--- config.mk ---
export PLATFORM = sky130hd
export DESIGN_NAME = sipo_frame_ctrl
export DESIGN_NICKNAME = d
export VERILOG_FILES = /design/src/rtl/sipo_ctrl_pkg.sv /design/src/rtl/sipo_shift_core.sv /design/src/rtl/sipo_frame_ctrl.sv
export SDC_FILE = /design/constraint.sdc
export NUM_CORES = 1
export LEC_CHECK = 0
export BUFFER_PORTS_ARGS = -buffer_cell sky130_fd_sc_hd__buf_4
export CELL_PAD_IN_SITES_DETAIL_PLACEMENT = 1
export CELL_PAD_IN_SITES_GLOBAL_PLACEMENT = 1
export CORE_MARGIN = 2
export CORE_UTILIZATION = 40
export CTS_CLUSTER_DIAMETER = 200
export CTS_CLUSTER_SIZE = 12
export DETAILED_ROUTE_END_ITERATION = 8
export GPL_ROUTABILITY_DRIVEN = 0
export PLACE_DENSITY = 0.89
export SLEW_MARGIN = 15
export SYNTH_ARGS = -nofsm -noshare
export SYNTH_HDL_FRONTEND = slang
export SYNTH_SLANG_ARGS = --single-unit
--- constraint.sdc ---
create_clock -name clk -period 2.1 [get_ports clk]
set_clock_uncertainty 0.1 [all_clocks]
set_input_delay 0.21 -clock clk [delete_from_list [all_inputs] [get_ports clk]]
set_output_delay 0.21 -clock clk [all_outputs]
set_load 0.02 [all_outputs]
--- src/rtl/sipo_ctrl_pkg.sv ---
// Shared definitions for the serial-in/parallel-out frame controller.
package sipo_ctrl_pkg;

    typedef enum logic {
        IDLE  = 1'b0,
        SHIFT = 1'b1
    } state_t;

endpackage

--- src/rtl/sipo_shift_core.sv ---
// Left-shifting register with LSB insert; serial bits enter at bit 0 and
// migrate toward the MSB, so the first bit of a word ends up as its MSB.
module sipo_shift_core #(
    parameter int WIDTH = 8
) (
    input  logic             clk,
    input  logic             reset,
    input  logic             clr,
    input  logic             shift_en,
    input  logic             serial_in,
    output logic [WIDTH-1:0] q
);

    // Clear has priority over shifting so a frame restart drops the partial word.
    always_ff @(posedge clk) begin
        if (reset) begin
            q <= '0;
        end else if (clr) begin
            q <= '0;
        end else if (shift_en) begin
            q <= {q[WIDTH-2:0], serial_in};
        end
    end

endmodule

--- src/rtl/sipo_frame_ctrl.sv ---
// Frame controller: collects WIDTH serial bits into a word and presents it
// through a one-deep output buffer, flagging dropped words as a sticky overrun.
module sipo_frame_ctrl
    import sipo_ctrl_pkg::*;
#(
    parameter int WIDTH = 8
) (
    input  logic                     clk,
    input  logic                     reset,
    input  logic                     start,
    input  logic                     bit_valid,
    input  logic                     serial_in,
    input  logic                     cont,
    input  logic                     out_ready,
    input  logic                     clear_err,
    output logic [WIDTH-1:0]         out_data,
    output logic                     out_valid,
    output logic                     busy,
    output logic [$clog2(WIDTH)-1:0] bit_cnt,
    output logic                     overrun
);

    localparam int CW = $clog2(WIDTH);
    localparam logic [CW-1:0] LAST_BIT = CW'(WIDTH - 1);

    state_t           state_q;
    state_t           state_d;
    logic [CW-1:0]    cnt_q;
    logic [CW-1:0]    cnt_d;
    logic             clr;
    logic             shift_en;
    logic             complete;
    logic             load;
    logic             drop;
    logic [WIDTH-1:0] shreg;
    logic [WIDTH-1:0] word;

    sipo_shift_core #(
        .WIDTH(WIDTH)
    ) u_shift (
        .clk      (clk),
        .reset    (reset),
        .clr      (clr),
        .shift_en (shift_en),
        .serial_in(serial_in),
        .q        (shreg)
    );

    // The completing bit is not in the shifter yet, so build the word from
    // the shifter contents plus the incoming bit.
    assign word = {shreg[WIDTH-2:0], serial_in};

    // A word is accepted into the buffer when it is empty or being drained
    // in the same cycle; otherwise it is lost.
    assign load = complete && (!out_valid || out_ready);
    assign drop = complete && out_valid && !out_ready;

    assign busy    = (state_q == SHIFT);
    assign bit_cnt = cnt_q;

    // State and bit counter registers.
    always_ff @(posedge clk) begin
        if (reset) begin
            state_q <= IDLE;
            cnt_q   <= '0;
        end else begin
            state_q <= state_d;
            cnt_q   <= cnt_d;
        end
    end

    // Next-state logic; start always wins over a coincident bit_valid.
    always_comb begin
        state_d  = state_q;
        cnt_d    = cnt_q;
        clr      = 1'b0;
        shift_en = 1'b0;
        complete = 1'b0;
        case (state_q)
            IDLE: begin
                if (start) begin
                    state_d = SHIFT;
                    clr     = 1'b1;
                    cnt_d   = '0;
                end
            end
            SHIFT: begin
                if (start) begin
                    clr   = 1'b1;
                    cnt_d = '0;
                end else if (bit_valid) begin
                    shift_en = 1'b1;
                    if (cnt_q == LAST_BIT) begin
                        complete = 1'b1;
                        cnt_d    = '0;
                        if (!cont) begin
                            state_d = IDLE;
                        end
                    end else begin
                        cnt_d = cnt_q + 1'b1;
                    end
                end
            end
            default: begin
                state_d = IDLE;
            end
        endcase
    end

    // One-deep output buffer with valid/ready handshake.
    always_ff @(posedge clk) begin
        if (reset) begin
            out_data  <= '0;
            out_valid <= 1'b0;
        end else if (load) begin
            out_data  <= word;
            out_valid <= 1'b1;
        end else if (out_valid && out_ready) begin
            out_valid <= 1'b0;
        end
    end

    // Sticky overrun; a new drop outranks a simultaneous clear.
    always_ff @(posedge clk) begin
        if (reset) begin
            overrun <= 1'b0;
        end else if (drop) begin
            overrun <= 1'b1;
        end else if (clear_err) begin
            overrun <= 1'b0;
        end
    end

endmodule

# After elaboration in Yosys (flattened, before gate mapping)
# Cells that the tools add are included.
# op_classes
n_addsub,1
eq_ne,3
muxes,22
n_bitwise,1
n_reduce_logical,11
# op_table
cell,count
1-bit two-way mux,16
3-bit two-way mux,4
3-bit one-hot mux with 2 select lines,1
1-bit logical AND,4
2-bit nonzero test,2
3-bit by 1-bit adder with 3-bit output (second input constant),1
3-bit equality test (second input constant),1
3-bit != test (second input constant),1
1-bit logical NOT,2
2-bit != test (second input constant),1
1-bit one-hot mux with 2 select lines,1
2-bit AND reduction,1
2-bit OR reduction,1
1-bit logical OR,1
1-bit NOT,1
# word_totals
ff_bits,21
in_bits,8
out_inout_bits,14
elab_cells,44

# Depth between registers and ports, before layout
# Gate-level depths: netlist of the first run.
# logic_depth
word_depth,8
mapped_depth,6
ltp_nobuf,5

# Cells and area by module
# From an unflattened synthesis of the first run, not the netlist that was laid out.
# hier_totals
cells_unflattened,90
hier_area_um2,968.4
# by_module_without_submodules
mod,instances,cells_each,area_each_um2,seq_area_each_um2
sipo_frame_ctrl,1,63,673.1,280.3
sipo_shift_core,1,27,295.3,160.2

# Worst setup path before layout of the first run
# No wires, ideal clock.
# synth_path
path_type,flip-flop to flip-flop
startpoint,"register cnt_q[0], in the netlist bit_cnt[0]"
endpoint,register out_data[0]
setup_ps,72
arrival_ps,1422
required_ps,1928
setup_slack_ps,506
stages_incl_launch_ff,7
n_path_buf,1
period_less_slack_ps,1594
cell_sequence,dfxtp_1 > ha_1 > ha_1 > nand4b_2 > nor2b_2 > buf_6 > mux2i_1
# synth_via
elab_chain_cells,6
# synth_lines
element,line_no,text
start: declaration,sipo_frame_ctrl.sv:28,logic [CW-1:0] cnt_q;
start signal: assignment,sipo_frame_ctrl.sv:68,cnt_q <= cnt_d;
3-bit equality test,sipo_frame_ctrl.sv:93,if (cnt_q == LAST_BIT) begin
1-bit two-way mux,sipo_frame_ctrl.sv:93,
1-bit two-way mux,sipo_frame_ctrl.sv:91,end else if (bit_valid) begin
1-bit two-way mux,sipo_frame_ctrl.sv:88,if (start) begin
1-bit two-way mux,sipo_frame_ctrl.sv:79,case (state_q)
1-bit logical AND,sipo_frame_ctrl.sv:55,assign load = complete && (!out_valid || out_ready);
end signal: assignment,sipo_frame_ctrl.sv:116,out_data <= word;
end: declaration,sipo_frame_ctrl.sv:16,"output logic [WIDTH-1:0] out_data,"
# Every way passes these cells.
# A chain may end at the register's enable or synchronous reset.

# Worst setup path after layout of the first run
# layout_path
startpoint,"register cnt_q[0], in the netlist bit_cnt[0]"
endpoint,register out_data[2]
# Same word-level chain as after synthesis.

==> summary.md, run 1 <==
| Metric | Value |
|---|---|
| Critical Path Start Type | register |
| Met3 GRT Util | 2.679% |
| Cts repair resizes | 0 |
| Largest net degree at the start of global routing | 21 |
| DR WL/cell | 13.84 µm |
| RSZ-0062 raised after global routing | no |
| Worst-path cell chain | ha_1 -> ha_1 -> nand4b_2 -> nor2b_2 -> mux2i_1 |
| Worst-path fanout max | 8 |
| Post-synthesis mux area share | 10.32% |
| Initial DRT Pass Iterations | 4 |
| Cts-stage hold buffer count | 0 |
| TritonCTS clock tree | yes |
| Switching share of power | 22.22% |
| Max stage delay cell, worst path | nor2b_2 |
| Slew Viols, Final | 0 |
| Power density over the cells | 598.6 nW/µm² |
| Clk_lat worst skew | 290 ps |
| Yosys top cell by area | dfxtp_1 |
| Relative slew slack | 65.01% |
| Fin crit share | 89.25% |
| Die Footprint | 2573 µm² |
| Vias in the first global route | 773 |
| Rows | 16 |
| Peak VDD IR | 249.0 µV |
| Xor-xnor portion of the synthesized cell area | 0% |
| H-tree Lvls | 1 |
| Setup TNS | 0 ps |
| WL final | 1.965 mm |
| Post-DP HPWL | 1.403 mm |
| Yosys top cell area share | 48.14% |
| Status | completed |
| Met1 GRT Util | 22.18% |
| Post-synthesis sequential area ratio | 48.14% |
| Tot Pwr | 635.1 µW |
| Synth warn | 0 |
| Worst Tran Pin Value | 522.5 ps |
| Core ar. | 2002 µm² |
| IO Port Bufs | 21 |
| Share of post-route cells with drive strength above 1 | 22.61% |
| GRT Total Usage | 17.91% |
| Die width | 50.73 µm |
| Largest family of logic cells by synthesized area | simple AND/OR/NAND/NOR gates |
| Flop pwr share | 63.5% |
| Area contributors post-synth | dfxtp_1 (48%), nand2b_1 (12%), mux2i_1 (10%), nand2_1 (7.7%), a21oi_1 (6.3%) |
| Hold WC Path Type | primary input to register |
| Period minus WS final | 1874 ps |
| Final setup vio count | 0 |
| Post-layout nets | 126 |
| Starting Density | 43.63% |
| Static leakage | 0.0004019 µW |
| Power Internal | 494.0 µW |
| Area growth syn-to-layout | 21.49% |
| TritonCTS Sinks | 21 |
| Clk pin slew, worst setup/hold paths | 120 ps |
| Initial antenna violation count | 0 |
| Average size of a mapped cell | 9.193 µm² |
| Dpl ws | 288.2 ps |
| Net switching power figure | 141.1 µW |
| Clock Tree Buf Depth | 2 |
| Max Cap Viol | 0 |
| Final hold violations | 0 |
| First-pass GRT wire length | 3.519 mm |
| Vias per Instance | 4.908 |
| Crit-path max cell delay | 460 ps |
| Clock group share of total power | 29.9% |
| Syn nets | 105 |
| Synth Area in Compound Gates | 7.020% |
| Worst Path Required | 2220 ps |
| Crit path capture type | register |
| # diodes | 0 |
| Post-synthesis cell count | 95 |
| Mapped Area | 873.3 µm² |
| ANT nets after route | 0 |
| Via count | 697 |
| Post-synthesis simple-gate area fraction | 27.79% |
| GR Util met2 | 33.11% |
| CTS Buf Count | 3 |
| DR iter-0 viols | 3 |
| Synth Register Bits | 21 |
| DRC | 0 |
| Clk Tree Root Cell | clkbuf_4 |
| Netlist cell types | 18 |
| Worst setup slack after layout | 225.7 ps |
| Die H | 50.73 µm |
| Fmax | 533.5 MHz |
| Area post-placement | 1035 µm² |
| Arr. time, crit path | 2000 ps |
| Final instance area | 1061 µm² |
| Post-CTS setup buffers | 0 |
| Seq. cell area | 420.4 µm² |
| Most congested layer reported by global routing | met2 |
| Gate power share | 6.5% |
| Worst path most repeated cell | ha_1 |
| Global route overflow | 0 |
| FILL cells | 242 |
| Multi-input logic area | 419.2 µm² |
| CP Class | register to register |
| Synth Area in Adders | 2.865% |
| IO Pins | 22 |
[state kept, by name, indices dropped and copies added (netlist names)]
name,count
out_data,8
u_shift.q,7
bit_cnt,3
busy,1
out_valid,1
overrun,1
[through the flow]
stage / std cells / hold WS, ps / utilization [%]
2_1_floorplan: 95 / 227.4 / -
3_3_place_gp: 138 / 333.6 / 51.69
3_5_place_dp: 138 / 366.4 / 51.69
4_1_cts: 142 / 39.34 / 53.00
5_1_grt: 142 / 46.33 / 53.00
6_report: 142 / 44.07 / 53.00
[cell type report]
| type | instances | share of cell area, % |
|---|---|---|
| Sequential cell | 21 | 39.62 |
| Timing Repair Buffer | 21 | 14.86 |
| Tap cell | 27 | 3.184 |
| Inverter | 1 | 0.3538 |
| Multi-Input combinational cell | 68 | 39.50 |
| Clock buffer | 4 | 2.476 |
[cells in the final DEF, fill, tap and decap left out, types with 2 or more instances in the layout]
master / synthesis / routed
buf_4: 0 / 21
ha_1: 2 / 2
a21oi_1: 11 / 11
dfxtp_1: 21 / 21
clkbuf_4: 0 / 3
nand2b_1: 17 / 17
nor2_1: 3 / 3
mux2i_1: 9 / 9
nand3b_1: 2 / 2
nand2_1: 18 / 18
[critical path, delay by kind of cell (launching register included)]
family / cells / cell delay, ps
fa+ha+maj: 2 / 420
flops: 1 / 400
mux: 1 / 250
simple gates: 2 / 630
[power by group through the flow]
| stage | sequential [µW] | clock [µW] | combinational, µW |
|---|---|---|---|
| 6_report | 404 | 190 | 41.6 |
| 5_1_grt | 404 | 218 | 45.6 |
| 4_1_cts | 404 | 199 | 42.2 |
| 3_5_place_dp | 412 | 0 | 41.3 |
| 3_3_place_gp | 412 | 0 | 40.1 |
| 2_1_floorplan | 414 | 0 | 21.3 |
[routing by layer]
metal / part of all wire, % / wire [µm]
met5: 0 / 0
met4: 0 / 0
met3: 3.9 / 77
met2: 52 / 1014
met1: 44 / 873
[cell families after synthesis]
logic type / Yosys count
flops: 21
fa+ha+maj: 2
buf+inv: 6
compound gates: 12
mux: 9
simple gates: 45
[synth_stat cells (all sizes together)]
library cell / n
nand3b: 2
nand2b: 17
nor2: 3
buf: 4
clkbuf: 1
nor2b: 2
inv: 1
a21oi: 11
or2: 1
ha: 2
mux2i: 9
dfxtp: 21
o22ai: 1
nand2: 18
and2: 1
nand4b: 1
[path summary, 6_finish.rpt]
path / start / end / slack [ps] / depth (start not counted)
worst max-delay path: bit_cnt[0] / out_data[2] / 230 / 5
worst min-delay path: start / busy / 40 / 3
worst max register to register: bit_cnt[0] / out_data[2] / 230 / 5
worst min register to register: out_data[6] / out_data[6] / 380 / 2
No activity file was read; power rests on OpenSTA's default activity.
==> run 2: changes to the inputs <==
--- a/config.mk
+++ b/config.mk
@@ -15,6 +15,7 @@
 export DETAILED_ROUTE_END_ITERATION = 8
 export GPL_ROUTABILITY_DRIVEN = 0
 export PLACE_DENSITY = 0.89
+export REMOVE_ABC_BUFFERS = 1
 export SLEW_MARGIN = 15
 export SYNTH_ARGS = -nofsm -noshare
 export SYNTH_HDL_FRONTEND = slang
==> run 2 against run 1 <==
Compared with the run above: wire length decreased by 11%; die area is the same; flip-flop and latch count unchanged; highest routed layer is now met4.
==> summary.md, run 2 (synthesis results as in run 1) <==
| Metric | Value |
|---|---|
| Clock Tree Buf Depth | 2 (unchanged) |
| Area growth syn-to-layout | 22.35% |
| Worst Tran Pin Value | 370.8 ps (-151.6 ps) |
| Final setup vio count | 0 (unchanged) |
| Post-layout nets | 127 (+0.79%) |
| Largest Register | out_data |
| Clk pin slew, worst setup/hold paths | 110 ps (about the same) |
| Period minus WS final | 1663 ps (-211.1 ps) |
| Fin crit share | 79.20% (-10 points) |
| WL final | 1.747 mm (-11%) |
| DR WL/cell | 12.22 µm (-12%) |
| Status | completed |
| Peak VDD IR | 238.6 µV (-4.2%) |
| Relative slew slack | 75.28% (+10 points) |
| Post-CTS setup buffers | 0 (unchanged) |
| Crit path capture type | register |
| CP Class | register to register |
| Max Cap Viol | 0 (unchanged) |
| Area post-placement | 1042 µm² (+0.73%) |
| Final instance area | 1069 µm² (+0.71%) |
| FILL cells | 249 (+2.9%) |
| Vias per Instance | 4.706 (-4.1%) |
| TritonCTS clock tree | yes |
| Worst Path Required | 2230 ps (about the same) |
| Share of post-route cells with drive strength above 1 | 23.28% (+0.67 points) |
| Die Footprint | 2573 µm² (unchanged) |
| Post-DP HPWL | 1.280 mm (-8.7%) |
| RSZ-0062 raised after global routing | no |
| Dpl ws | 461.7 ps (+173.6 ps) |
| Worst setup slack after layout | 436.8 ps (+211.1 ps) |
| TritonCTS Sinks | 21 (unchanged) |
| Critical Path Start Type | register |
| Die width | 50.73 µm (unchanged) |
| Number of flip-flops in the largest register | 8 (unchanged) |
| Clk_lat worst skew | 290 ps (about the same) |
| Commonest non-fill, non-tap cell in the layout | buf_4 |
| Cts repair resizes | 0 (unchanged) |
| Core ar. | 2002 µm² (unchanged) |
| Vias in the first global route | 717 (-7.2%) |
| ANT nets after route | 0 (unchanged) |
| Largest net degree at the start of global routing | 21 (unchanged) |
| Via count | 673 (-3.4%) |
| Arr. time, crit path | 1790 ps (-210 ps) |
| Initial DRT Pass Iterations | 1 (-3) |
| Cts-stage hold buffer count | 0 (unchanged) |
| Static leakage | 0.0004074 µW (+1.4%) |
| CTS Buf Count | 3 (unchanged) |
| Initial antenna violation count | 0 (unchanged) |
| Fmax | 601.3 MHz (+13%) |
| DRC | 0 (unchanged) |
| GRT Total Usage | 16.28% (-1.6 points) |
| IO Pins | 22 (unchanged) |
| Rows | 16 (unchanged) |
| Die H | 50.73 µm (unchanged) |
| Hold WC Path Type | primary input to register |
| Setup TNS | 0 ps (unchanged) |
| Commonest non-fill, non-tap cells in the layout | buf_4 (22), dfxtp_1 (21), nand2_1 (18) |
| H-tree Lvls | 1 (unchanged) |
| Clk Tree Root Cell | clkbuf_4 |
| Final hold violations | 0 (unchanged) |
| Power density over the cells | 592.5 nW/µm² (-1.0%) |
| IO Port Bufs | 21 (unchanged) |
| Starting Density | 43.63% (unchanged) |
| Worst-path fanout max | 8 (unchanged) |
| Fin Hold WS | 36.89 ps (-7.180 ps) |
| Global route overflow | 0 (unchanged) |
| Slew Viols, Final | 0 (unchanged) |
| DR iter-0 viols | 0 (-3) |
| # diodes | 0 (unchanged) |
| First-pass GRT wire length | 3.118 mm (-11%) |
-- run 2: cell types whose count changed in the layout (fill, tap and decap cells not counted) --
cell / before / now
buf_4: 21 / 22
-- run 2: layer usage --
layer,part of all wire [%],GRT usage [%],vias to the layer above
li1,-,-,349
met1,46,18.48,312
met2,50,28.51,10
met3,2.4,1.786,2
met4,1.5,10.81,0
met5,0,0,-
-- run 2: path summary, 6_finish.rpt --
check | endpoint | startpoint | slack (ps) | depth (start not counted)
min | busy | start | 40 | 3
max reg2reg | out_data[6] | bit_cnt[0] | 440 | 6
max | out_data[6] | bit_cnt[0] | 440 | 6
min reg2reg | u_shift.q[3] | u_shift.q[2] | 380 | 2
-- run 2: worst max-delay path, stage by stage (launching register included) --
cell	delay [ps]
dfxtp_1	400
ha_1	170
ha_1	230
nand4b_2	170
nor2b_2	130
buf_4	190
mux2i_1	210
-- run 2: report_power, final --
group / switching (µW) / internal, µW
combinational: 21.0 / 19.7
clock: 115 / 73.9
sequential: 2.73 / 401
-- run 2: through the flow --
| stage | util [%] | power, µW | instances |
|---|---|---|---|
| global route | 53.37 | 658.6 | 143 |
| detailed placement | 52.06 | 453.5 | 139 |
| global placement | 52.06 | 452.5 | 139 |
| finish | 53.37 | 633.1 | 143 |
| floorplan | - | 430.7 | 90 |
| CTS | 53.37 | 646.0 | 143 |
-- run 2: cell type report --
class	count	area (µm²)	share of cell area, %
Sequential cell	21	420.4	39.34
Inverter	1	3.754	0.3513
Timing Repair Buffer	22	165.2	15.46
Tap cell	27	33.78	3.162
Multi-Input combinational cell	68	419.2	39.23
Clock buffer	4	26.28	2.459
